## config.mk

```make
export PLATFORM = sky130hd
export DESIGN_NAME = interrupt_sequencer_flat
export DESIGN_NICKNAME = d
export VERILOG_FILES = /design/src/rtl/interrupt_sequencer_pkg.sv /design/src/rtl/interrupt_sequencer_if.sv /design/src/rtl/interrupt_sequencer_seq_mem_port.sv /design/src/rtl/interrupt_sequencer.sv /design/src/flat_wrapper.sv
export SDC_FILE = /design/constraint.sdc
export NUM_CORES = 1
export LEC_CHECK = 0
export CORE_ASPECT_RATIO = 1.4
export CORE_MARGIN = 1.5
export CORE_UTILIZATION = 28
export CTS_BUF_LIST = sky130_fd_sc_hd__clkbuf_4
export DETAILED_ROUTE_END_ITERATION = 10
export PLACE_DENSITY = 0.52
export SKIP_CTS_REPAIR_TIMING = 1
export SYNTH_ARGS = -nofsm -noshare
export SYNTH_HDL_FRONTEND = slang
export SYNTH_SLANG_ARGS = --single-unit
```

## constraint.sdc

```tcl
create_clock -name clk -period 2.44 [get_ports clk]
set_input_delay 0.61 -clock clk [delete_from_list [all_inputs] [get_ports clk]]
set_output_delay 0.61 -clock clk [all_outputs]
set_load 0.02 [all_outputs]
```

## src/rtl/interrupt_sequencer_pkg.sv

```systemverilog
// Shared types and defaults for the interrupt entry / RTI sequencer.
// The vector sits at VECTOR_ADDR (high word) and VECTOR_ADDR+1 (low word).
package interrupt_sequencer_pkg;
  localparam int DATA_WIDTH_DEF = 16;
  localparam int PC_WIDTH_DEF   = 32;
  localparam int FLAG_WIDTH_DEF = 4;
  localparam int VECTOR_ADDR    = 0;

  typedef enum logic [3:0] {
    IDLE,
    FLUSH,
    PUSH_HI,
    PUSH_LO,
    PUSH_FL,
    VEC_HI,
    VEC_LO,
    JUMP,
    POP_SETUP,
    POP_FL,
    POP_LO,
    POP_HI,
    RESUME
  } state_e;
endpackage

```

## src/rtl/interrupt_sequencer_if.sv

```systemverilog
// Stack/vector memory port owned by the sequencer while it is busy.
// master = sequencer side, slave = memory side.
interface interrupt_sequencer_if
  import interrupt_sequencer_pkg::*;
#(
  parameter int DATA_WIDTH = DATA_WIDTH_DEF
);
  logic                  mem_req;
  logic                  mem_we;
  logic                  mem_vec;
  logic                  mem_vec_off;
  logic [DATA_WIDTH-1:0] mem_wdata;
  logic [DATA_WIDTH-1:0] mem_rdata;
  logic                  mem_ack;

  modport master (
    output mem_req, mem_we, mem_vec, mem_vec_off, mem_wdata,
    input  mem_rdata, mem_ack
  );

  modport slave (
    input  mem_req, mem_we, mem_vec, mem_vec_off, mem_wdata,
    output mem_rdata, mem_ack
  );
endinterface

```

## src/rtl/interrupt_sequencer_seq_mem_port.sv

```systemverilog
// Request/ack front end: holds the access until acked, inserts one turnaround
// cycle after every ack so SP settles, and produces the sp_dec/sp_inc pulses.
module seq_mem_port
  import interrupt_sequencer_pkg::*;
#(
  parameter int DATA_WIDTH = DATA_WIDTH_DEF
) (
  input  logic                  clk,
  input  logic                  reset,
  input  logic                  req_i,
  input  logic                  we_i,
  input  logic                  vec_i,
  input  logic                  vec_off_i,
  input  logic                  setup_i,
  input  logic [DATA_WIDTH-1:0] wdata_i,
  output logic                  xfer_o,
  output logic                  sp_dec_o,
  output logic                  sp_inc_o,
  interrupt_sequencer_if.master mem
);
  logic gap_q, gap_d;
  logic sp_dec_q, sp_dec_d;

  // The request stays up (with its attributes) until the ack cycle.
  assign mem.mem_req     = req_i & ~gap_q;
  assign mem.mem_we      = mem.mem_req & we_i;
  assign mem.mem_vec     = mem.mem_req & vec_i;
  assign mem.mem_vec_off = mem.mem_req & vec_off_i;
  assign mem.mem_wdata   = (mem.mem_req & we_i) ? wdata_i : '0;

  assign xfer_o   = mem.mem_req & mem.mem_ack;
  assign gap_d    = xfer_o;
  assign sp_dec_d = xfer_o & we_i;

  assign sp_dec_o = sp_dec_q;
  // A pending stack read uses the turnaround cycle to bump SP ahead of itself.
  assign sp_inc_o = setup_i | (gap_q & req_i & ~we_i & ~vec_i);

  always_ff @(posedge clk) begin
    if (!reset) begin
      gap_q    <= 1'b0;
      sp_dec_q <= 1'b0;
    end else begin
      gap_q    <= gap_d;
      sp_dec_q <= sp_dec_d;
    end
  end
endmodule

```

## src/rtl/interrupt_sequencer.sv

```systemverilog
// Interrupt entry (flush, push PC/flags, fetch vector, jump) and RTI return
// (pop flags/PC, resume) controller for the pipelined core.
module interrupt_sequencer
  import interrupt_sequencer_pkg::*;
#(
  parameter int PC_WIDTH     = PC_WIDTH_DEF,
  parameter int DATA_WIDTH   = DATA_WIDTH_DEF,
  parameter int FLAG_WIDTH   = FLAG_WIDTH_DEF,
  parameter int DRAIN_CYCLES = 3
) (
  input  logic                  clk,
  input  logic                  reset,
  input  logic                  int_in,
  input  logic                  stall,
  input  logic                  rti_in,
  input  logic [PC_WIDTH-1:0]   pc_in,
  input  logic [FLAG_WIDTH-1:0] flags_in,
  interrupt_sequencer_if.master mem,
  output logic                  sp_dec,
  output logic                  sp_inc,
  output logic                  pipe_freeze,
  output logic                  pipe_flush,
  output logic                  pc_load,
  output logic [PC_WIDTH-1:0]   pc_load_val,
  output logic                  flags_load,
  output logic [FLAG_WIDTH-1:0] flags_load_val,
  output logic                  int_ack,
  output logic                  busy
);
  state_e                  state_q, state_d;
  logic                    pending_q, pending_d;
  logic [DRAIN_CYCLES-1:0] drain_q, drain_d;
  logic [PC_WIDTH-1:0]     saved_pc_q;
  logic [FLAG_WIDTH-1:0]   saved_fl_q, pop_fl_q;
  logic [DATA_WIDTH-1:0]   hi_q, lo_q;

  logic                  accept, xfer;
  logic                  req, we, vec, vec_off, setup;
  logic [DATA_WIDTH-1:0] wdata;

  assign accept    = (state_q == IDLE) & ~rti_in & (pending_q | int_in) & ~stall;
  assign pending_d = accept ? 1'b0 : (pending_q | int_in);
  assign busy      = (state_q != IDLE);

  always_comb begin
    state_d        = state_q;
    drain_d        = drain_q;
    req            = 1'b0;
    we             = 1'b0;
    vec            = 1'b0;
    vec_off        = 1'b0;
    setup          = 1'b0;
    wdata          = '0;
    pipe_freeze    = (state_q != IDLE);
    pipe_flush     = 1'b0;
    pc_load        = 1'b0;
    pc_load_val    = '0;
    flags_load     = 1'b0;
    flags_load_val = '0;
    int_ack        = 1'b0;
    case (state_q)
      IDLE: begin
        drain_d = DRAIN_CYCLES'(1);
        if (rti_in)      state_d = POP_SETUP;
        else if (accept) state_d = FLUSH;
      end
      FLUSH: begin
        // One-hot walker: bit 0 marks the first flush cycle, MSB the last.
        pipe_flush = 1'b1;
        int_ack    = drain_q[0];
        drain_d    = drain_q << 1;
        if (drain_q[DRAIN_CYCLES-1]) state_d = PUSH_HI;
      end
      PUSH_HI: begin
        req   = 1'b1;
        we    = 1'b1;
        wdata = saved_pc_q[PC_WIDTH-1 -: DATA_WIDTH];
        if (xfer) state_d = PUSH_LO;
      end
      PUSH_LO: begin
        req   = 1'b1;
        we    = 1'b1;
        wdata = saved_pc_q[DATA_WIDTH-1:0];
        if (xfer) state_d = PUSH_FL;
      end
      PUSH_FL: begin
        req   = 1'b1;
        we    = 1'b1;
        wdata = DATA_WIDTH'(saved_fl_q);
        if (xfer) state_d = VEC_HI;
      end
      VEC_HI: begin
        req = 1'b1;
        vec = 1'b1;
        if (xfer) state_d = VEC_LO;
      end
      VEC_LO: begin
        req     = 1'b1;
        vec     = 1'b1;
        vec_off = 1'b1;
        if (xfer) state_d = JUMP;
      end
      JUMP: begin
        pc_load     = 1'b1;
        pc_load_val = {hi_q, lo_q};
        state_d     = IDLE;
      end
      POP_SETUP: begin
        setup   = 1'b1;
        state_d = POP_FL;
      end
      POP_FL: begin
        req = 1'b1;
        if (xfer) state_d = POP_LO;
      end
      POP_LO: begin
        req = 1'b1;
        if (xfer) state_d = POP_HI;
      end
      POP_HI: begin
        req = 1'b1;
        if (xfer) state_d = RESUME;
      end
      RESUME: begin
        pc_load        = 1'b1;
        pc_load_val    = {hi_q, lo_q};
        flags_load     = 1'b1;
        flags_load_val = pop_fl_q;
        state_d        = IDLE;
      end
      default: state_d = IDLE;
    endcase
  end

  always_ff @(posedge clk) begin
    if (!reset) begin
      state_q    <= IDLE;
      pending_q  <= 1'b0;
      drain_q    <= '0;
      saved_pc_q <= '0;
      saved_fl_q <= '0;
      pop_fl_q   <= '0;
      hi_q       <= '0;
      lo_q       <= '0;
    end else begin
      state_q   <= state_d;
      pending_q <= pending_d;
      drain_q   <= drain_d;
      if (accept) begin
        saved_pc_q <= pc_in;
        saved_fl_q <= flags_in;
      end
      // Vector fetch and PC pops share the hi/lo holding registers.
      if (xfer) begin
        case (state_q)
          VEC_HI, POP_HI: hi_q     <= mem.mem_rdata;
          VEC_LO, POP_LO: lo_q     <= mem.mem_rdata;
          POP_FL:         pop_fl_q <= mem.mem_rdata[FLAG_WIDTH-1:0];
          default: ;
        endcase
      end
    end
  end

  seq_mem_port #(.DATA_WIDTH(DATA_WIDTH)) u_port (
    .clk       (clk),
    .reset     (reset),
    .req_i     (req),
    .we_i      (we),
    .vec_i     (vec),
    .vec_off_i (vec_off),
    .setup_i   (setup),
    .wdata_i   (wdata),
    .xfer_o    (xfer),
    .sp_dec_o  (sp_dec),
    .sp_inc_o  (sp_inc),
    .mem       (mem)
  );
endmodule

```

## src/flat_wrapper.sv

```systemverilog
// flat-port wrapper written by rule: the top's interface ports become plain ports
module interrupt_sequencer_flat import interrupt_sequencer_pkg::*;
#(
  parameter int PC_WIDTH     = PC_WIDTH_DEF,
  parameter int DATA_WIDTH   = DATA_WIDTH_DEF,
  parameter int FLAG_WIDTH   = FLAG_WIDTH_DEF,
  parameter int DRAIN_CYCLES = 3
)
  (clk, reset, int_in, stall, rti_in, pc_in, flags_in, sp_dec, sp_inc, pipe_freeze, pipe_flush, pc_load, pc_load_val, flags_load, flags_load_val, int_ack, busy, mem_mem_req, mem_mem_we, mem_mem_vec, mem_mem_vec_off, mem_mem_wdata, mem_mem_rdata, mem_mem_ack);
  interrupt_sequencer_if #(.DATA_WIDTH(DATA_WIDTH)) mem_i ();
  input  logic clk;
  input  logic reset;
  input  logic int_in;
  input  logic stall;
  input  logic rti_in;
  input  logic [PC_WIDTH-1:0] pc_in;
  input  logic [FLAG_WIDTH-1:0] flags_in;
  output logic sp_dec;
  output logic sp_inc;
  output logic pipe_freeze;
  output logic pipe_flush;
  output logic pc_load;
  output logic [PC_WIDTH-1:0] pc_load_val;
  output logic flags_load;
  output logic [FLAG_WIDTH-1:0] flags_load_val;
  output logic int_ack;
  output logic busy;
  output wire logic [$bits(mem_i.mem_req)-1:0] mem_mem_req;
  output wire logic [$bits(mem_i.mem_we)-1:0] mem_mem_we;
  output wire logic [$bits(mem_i.mem_vec)-1:0] mem_mem_vec;
  output wire logic [$bits(mem_i.mem_vec_off)-1:0] mem_mem_vec_off;
  output wire logic [$bits(mem_i.mem_wdata)-1:0] mem_mem_wdata;
  input wire logic [$bits(mem_i.mem_rdata)-1:0] mem_mem_rdata;
  input wire logic [$bits(mem_i.mem_ack)-1:0] mem_mem_ack;
  assign mem_mem_req = mem_i.mem_req;
  assign mem_mem_we = mem_i.mem_we;
  assign mem_mem_vec = mem_i.mem_vec;
  assign mem_mem_vec_off = mem_i.mem_vec_off;
  assign mem_mem_wdata = mem_i.mem_wdata;
  assign mem_i.mem_rdata = mem_mem_rdata;
  assign mem_i.mem_ack = mem_mem_ack;
  interrupt_sequencer #(.PC_WIDTH(PC_WIDTH), .DATA_WIDTH(DATA_WIDTH), .FLAG_WIDTH(FLAG_WIDTH), .DRAIN_CYCLES(DRAIN_CYCLES)) u_core (.clk(clk), .reset(reset), .int_in(int_in), .stall(stall), .rti_in(rti_in), .pc_in(pc_in), .flags_in(flags_in), .mem(mem_i), .sp_dec(sp_dec), .sp_inc(sp_inc), .pipe_freeze(pipe_freeze), .pipe_flush(pipe_flush), .pc_load(pc_load), .pc_load_val(pc_load_val), .flags_load(flags_load), .flags_load_val(flags_load_val), .int_ack(int_ack), .busy(busy));
endmodule
```

==> run metrics <==
#FFs+latches synth 82; CP most frequent cell buf_6; die height between 100 and 150 um; syn_nets around 500; Global Route Usage Sum approximately 15%; CP Launch Point u_core.state_q[0]$_SDFFE_PN0P_; Fmax ~0.4 GHz; vias in the first global route about 3600; Routed Antenna Nets 0; Final Slew Violations 0; Max H-tree Level 3; cells along the critical path buf_6 > nand2b_4 > nor3_4 > buf_6 > clkbuf_16 > a22oi_1 > nor2_1 > buf_4; via count 3624; critical path peak fanout 7; RSZ-0062 raised after global routing true; Clock Path Buffers 2; worst-skew pair later-pin latency around 420 ps; top post-synthesis cells by count nand2_1 (83), dfxtp_1 (82), nor2b_1 (43); crit path time final around 2500 ps; cell area after synthesis slightly below 4000 sq um; outcome complete, but fails checks; Placeable Area about 13000 sq um; P&R area growth vs syn 57.0%; Placed Area 5410 sq um; violated checks setup timing; flop2flop setup slack roughly 380 ps; Final setup violation count 27; clock root buffer master clkbuf_4; # clock sinks 82; number of port buffers ~120; syn_area_per_cell roughly 8.7 sq um; startpoint types register; ys flop type dfxtp_1; Die Wd between 100 and 150 um; top cells by area, synth dfxtp_1 (43%), mux2i_1 (9.4%), nand2_1 (8.1%); Cells after Synth between 400 and 500; grt ovf 0; Via density about 4.7; Post-DP HPWL 7680 um; largest net degree at the start of global routing 39; placer congestion estimate ~0.78; Worst Tran Pin Value approximately 740 ps; row cnt 50; Pwr per Cell Area between 600 and 700 nW/um^2; maximum VDD drop 302 uV; CTS tree yes; critical path required time roughly 1800 ps; Lkg Pwr 2.50 nW; Worst Setup End Kind output port; type of the worst min-delay path reg2reg; Worst-path clk slew ~130 ps; ratio of final minimum period to clock period 103%; Worst R2R Path Depth 6; CP Capture Point mem_mem_wdata[11]; Starting Density 28.7%; Fin Clk Skew between 10 and 15 ps; Crit path arrival time about 1900 ps; async set-reset flop share out of synthesis 0%; # IOs ~120; critical path class reg2out; r2r startpoint u_core.state_q[2]$_SDFFE_PN0P_; Yosys warning count 0; average wire per standard cell approximately 15 um; setup_tns -637 ps; Seq/Total Area, Yosys about 43%; Slew headroom 50.2%; DR DRC count 0; area leader, netlist dfxtp_1; layout cells sized above 1 roughly 30%; starting DRC count in detailed routing ~140; Max Cap Viol 0; post-synth cell types 43; crit-path max cell delay 380 ps; Die Area ~14000 sq um; slowest CP cell dfxtp_4; Post-synth EDFFs 0; initial antenna violation count 0; Critical path buffers and inverters 4; share of the synthesized area in the top cell type between 40% and 50%; first-pass GRT wire length ~18000 um; cell family with most CP delay buffers and inverters; most numerous cell in the Yosys netlist nand2_1; Final Cell Area between 6000 and 7000 sq um; Layout Nets ~650; reg2reg end u_core.lo_q[13]$_SDFFE_PN0P_; Fin. Hold Viols 0; CP Depth 8; drt total wl between 10000 and 15000 um; drt first pass iters 4; final worst slack -69.6 ps; CTS Buf Count 9; # diodes 0
==> kinds of logic after synthesis <==
group           share of synthesized area [%]
mux                                      9.37
compound gates                           14.4
flops                                    42.7
simple gates                             28.4
buf+inv                                  5.11
==> sequential cells by signal (all words and copies together) (netlist names), 3 cells and up <==
name and flops:
u_core.saved_pc_q 32, u_core.drain_q 3, u_core.saved_fl_q 4, u_core.pop_fl_q 4, u_core.hi_q 16, u_core.state_q 4
u_core.lo_q 16
==> tightest hold or removal path, stage by stage, from the launching register on <==
cell,delay (ps)
dfxtp_1,330
nand2_1,50
a21boi_1,50
==> per-stage QoR <==
stage	setup WS [ps]	hold slack (ps)	power (W)	util, %	cells
after CTS	-706	465	0.00364	41.4	762
final	-69.6	462	0.00409	45.1	779
after global placement	-122	443	0.00283	40.4	747
after floorplan	38.8	434	0.00225	-	444
after global routing	-227	483	0.00434	45.1	779
after detailed placement	-200	448	0.00285	40.4	747
==> power breakdown <==
part           switching, W  internal [W]
Sequential        0.0000903       0.00145
Clock              0.000445      0.000325
Combinational      0.000877      0.000899
==> area by class of cell <==
cell class / count / area (sq um)
clock buffer: 11 / 82.6
clock inverter: 4 / 43.8
fill: 1365 / 7350
inverter: 1 / 8.76
multi-input combinational: 325 / 2270
sequential: 82 / 1660
tap: 182 / 228
timing repair buffer: 174 / 1750
==> worst min-delay path by stage <==
| stage | start | endpoint | slack [ps] | cells after the start |
|---|---|---|---|---|
| 2_1_floorplan | u_core.saved_pc_q[0]$_SDFFE_PN0P_ | u_core.saved_pc_q[0]$_SDFFE_PN0P_ | 430 | 2 |
| 3_3_place_gp | u_core.saved_pc_q[5]$_SDFFE_PN0P_ | u_core.saved_pc_q[5]$_SDFFE_PN0P_ | 440 | 2 |
| 3_5_place_dp | u_core.saved_pc_q[13]$_SDFFE_PN0P_ | u_core.saved_pc_q[13]$_SDFFE_PN0P_ | 450 | 2 |
| 4_1_cts | u_core.saved_pc_q[13]$_SDFFE_PN0P_ | u_core.saved_pc_q[13]$_SDFFE_PN0P_ | 470 | 2 |
| 5_1_grt | u_core.saved_pc_q[16]$_SDFFE_PN0P_ | u_core.saved_pc_q[16]$_SDFFE_PN0P_ | 480 | 2 |
| 6_report | u_core.saved_pc_q[17]$_SDFFE_PN0P_ | u_core.saved_pc_q[17]$_SDFFE_PN0P_ | 460 | 2 |
==> layout by cell type (no fill, tap or decap), types with 3 or more instances in the layout <==
master           instances
buf_8                    3
nor2_1                  19
a21oi_1                  3
buf_4                   56
nand2b_1                 3
nor3_1                   6
dlymetal6s2s_1           6
buf_12                   5
and3_1                  15
nand2_2                  3
a21boi_1                36
dfxtp_1                 78
clkbuf_16                5
a222oi_1                 4
clkbuf_2                 6
nand2_1                 80
buf_6                   33
and3_4                  19
buf_2                    3
and2_1                   5
a22oi_2                 11
mux2i_1                 36
dfxtp_4                  4
nor3_4                   3
nor2b_1                 43
nor2_2                   3
clkdlybuf4s50_1         57
clkbuf_4                11
==> per-layer routing <==
metal | vias to the layer above | part of all wire (%) | global-route usage (%)
met2 | 107 | 51 | 26.3
met3 | 7 | 6.4 | 4.04
met4 | 0 | 0.74 | 5.62
met1 | 1698 | 41 | 18.5
li1 | 1812 | - | -
met5 | - | 0 | 0
Note: power is estimated with default switching activity, not from simulation.
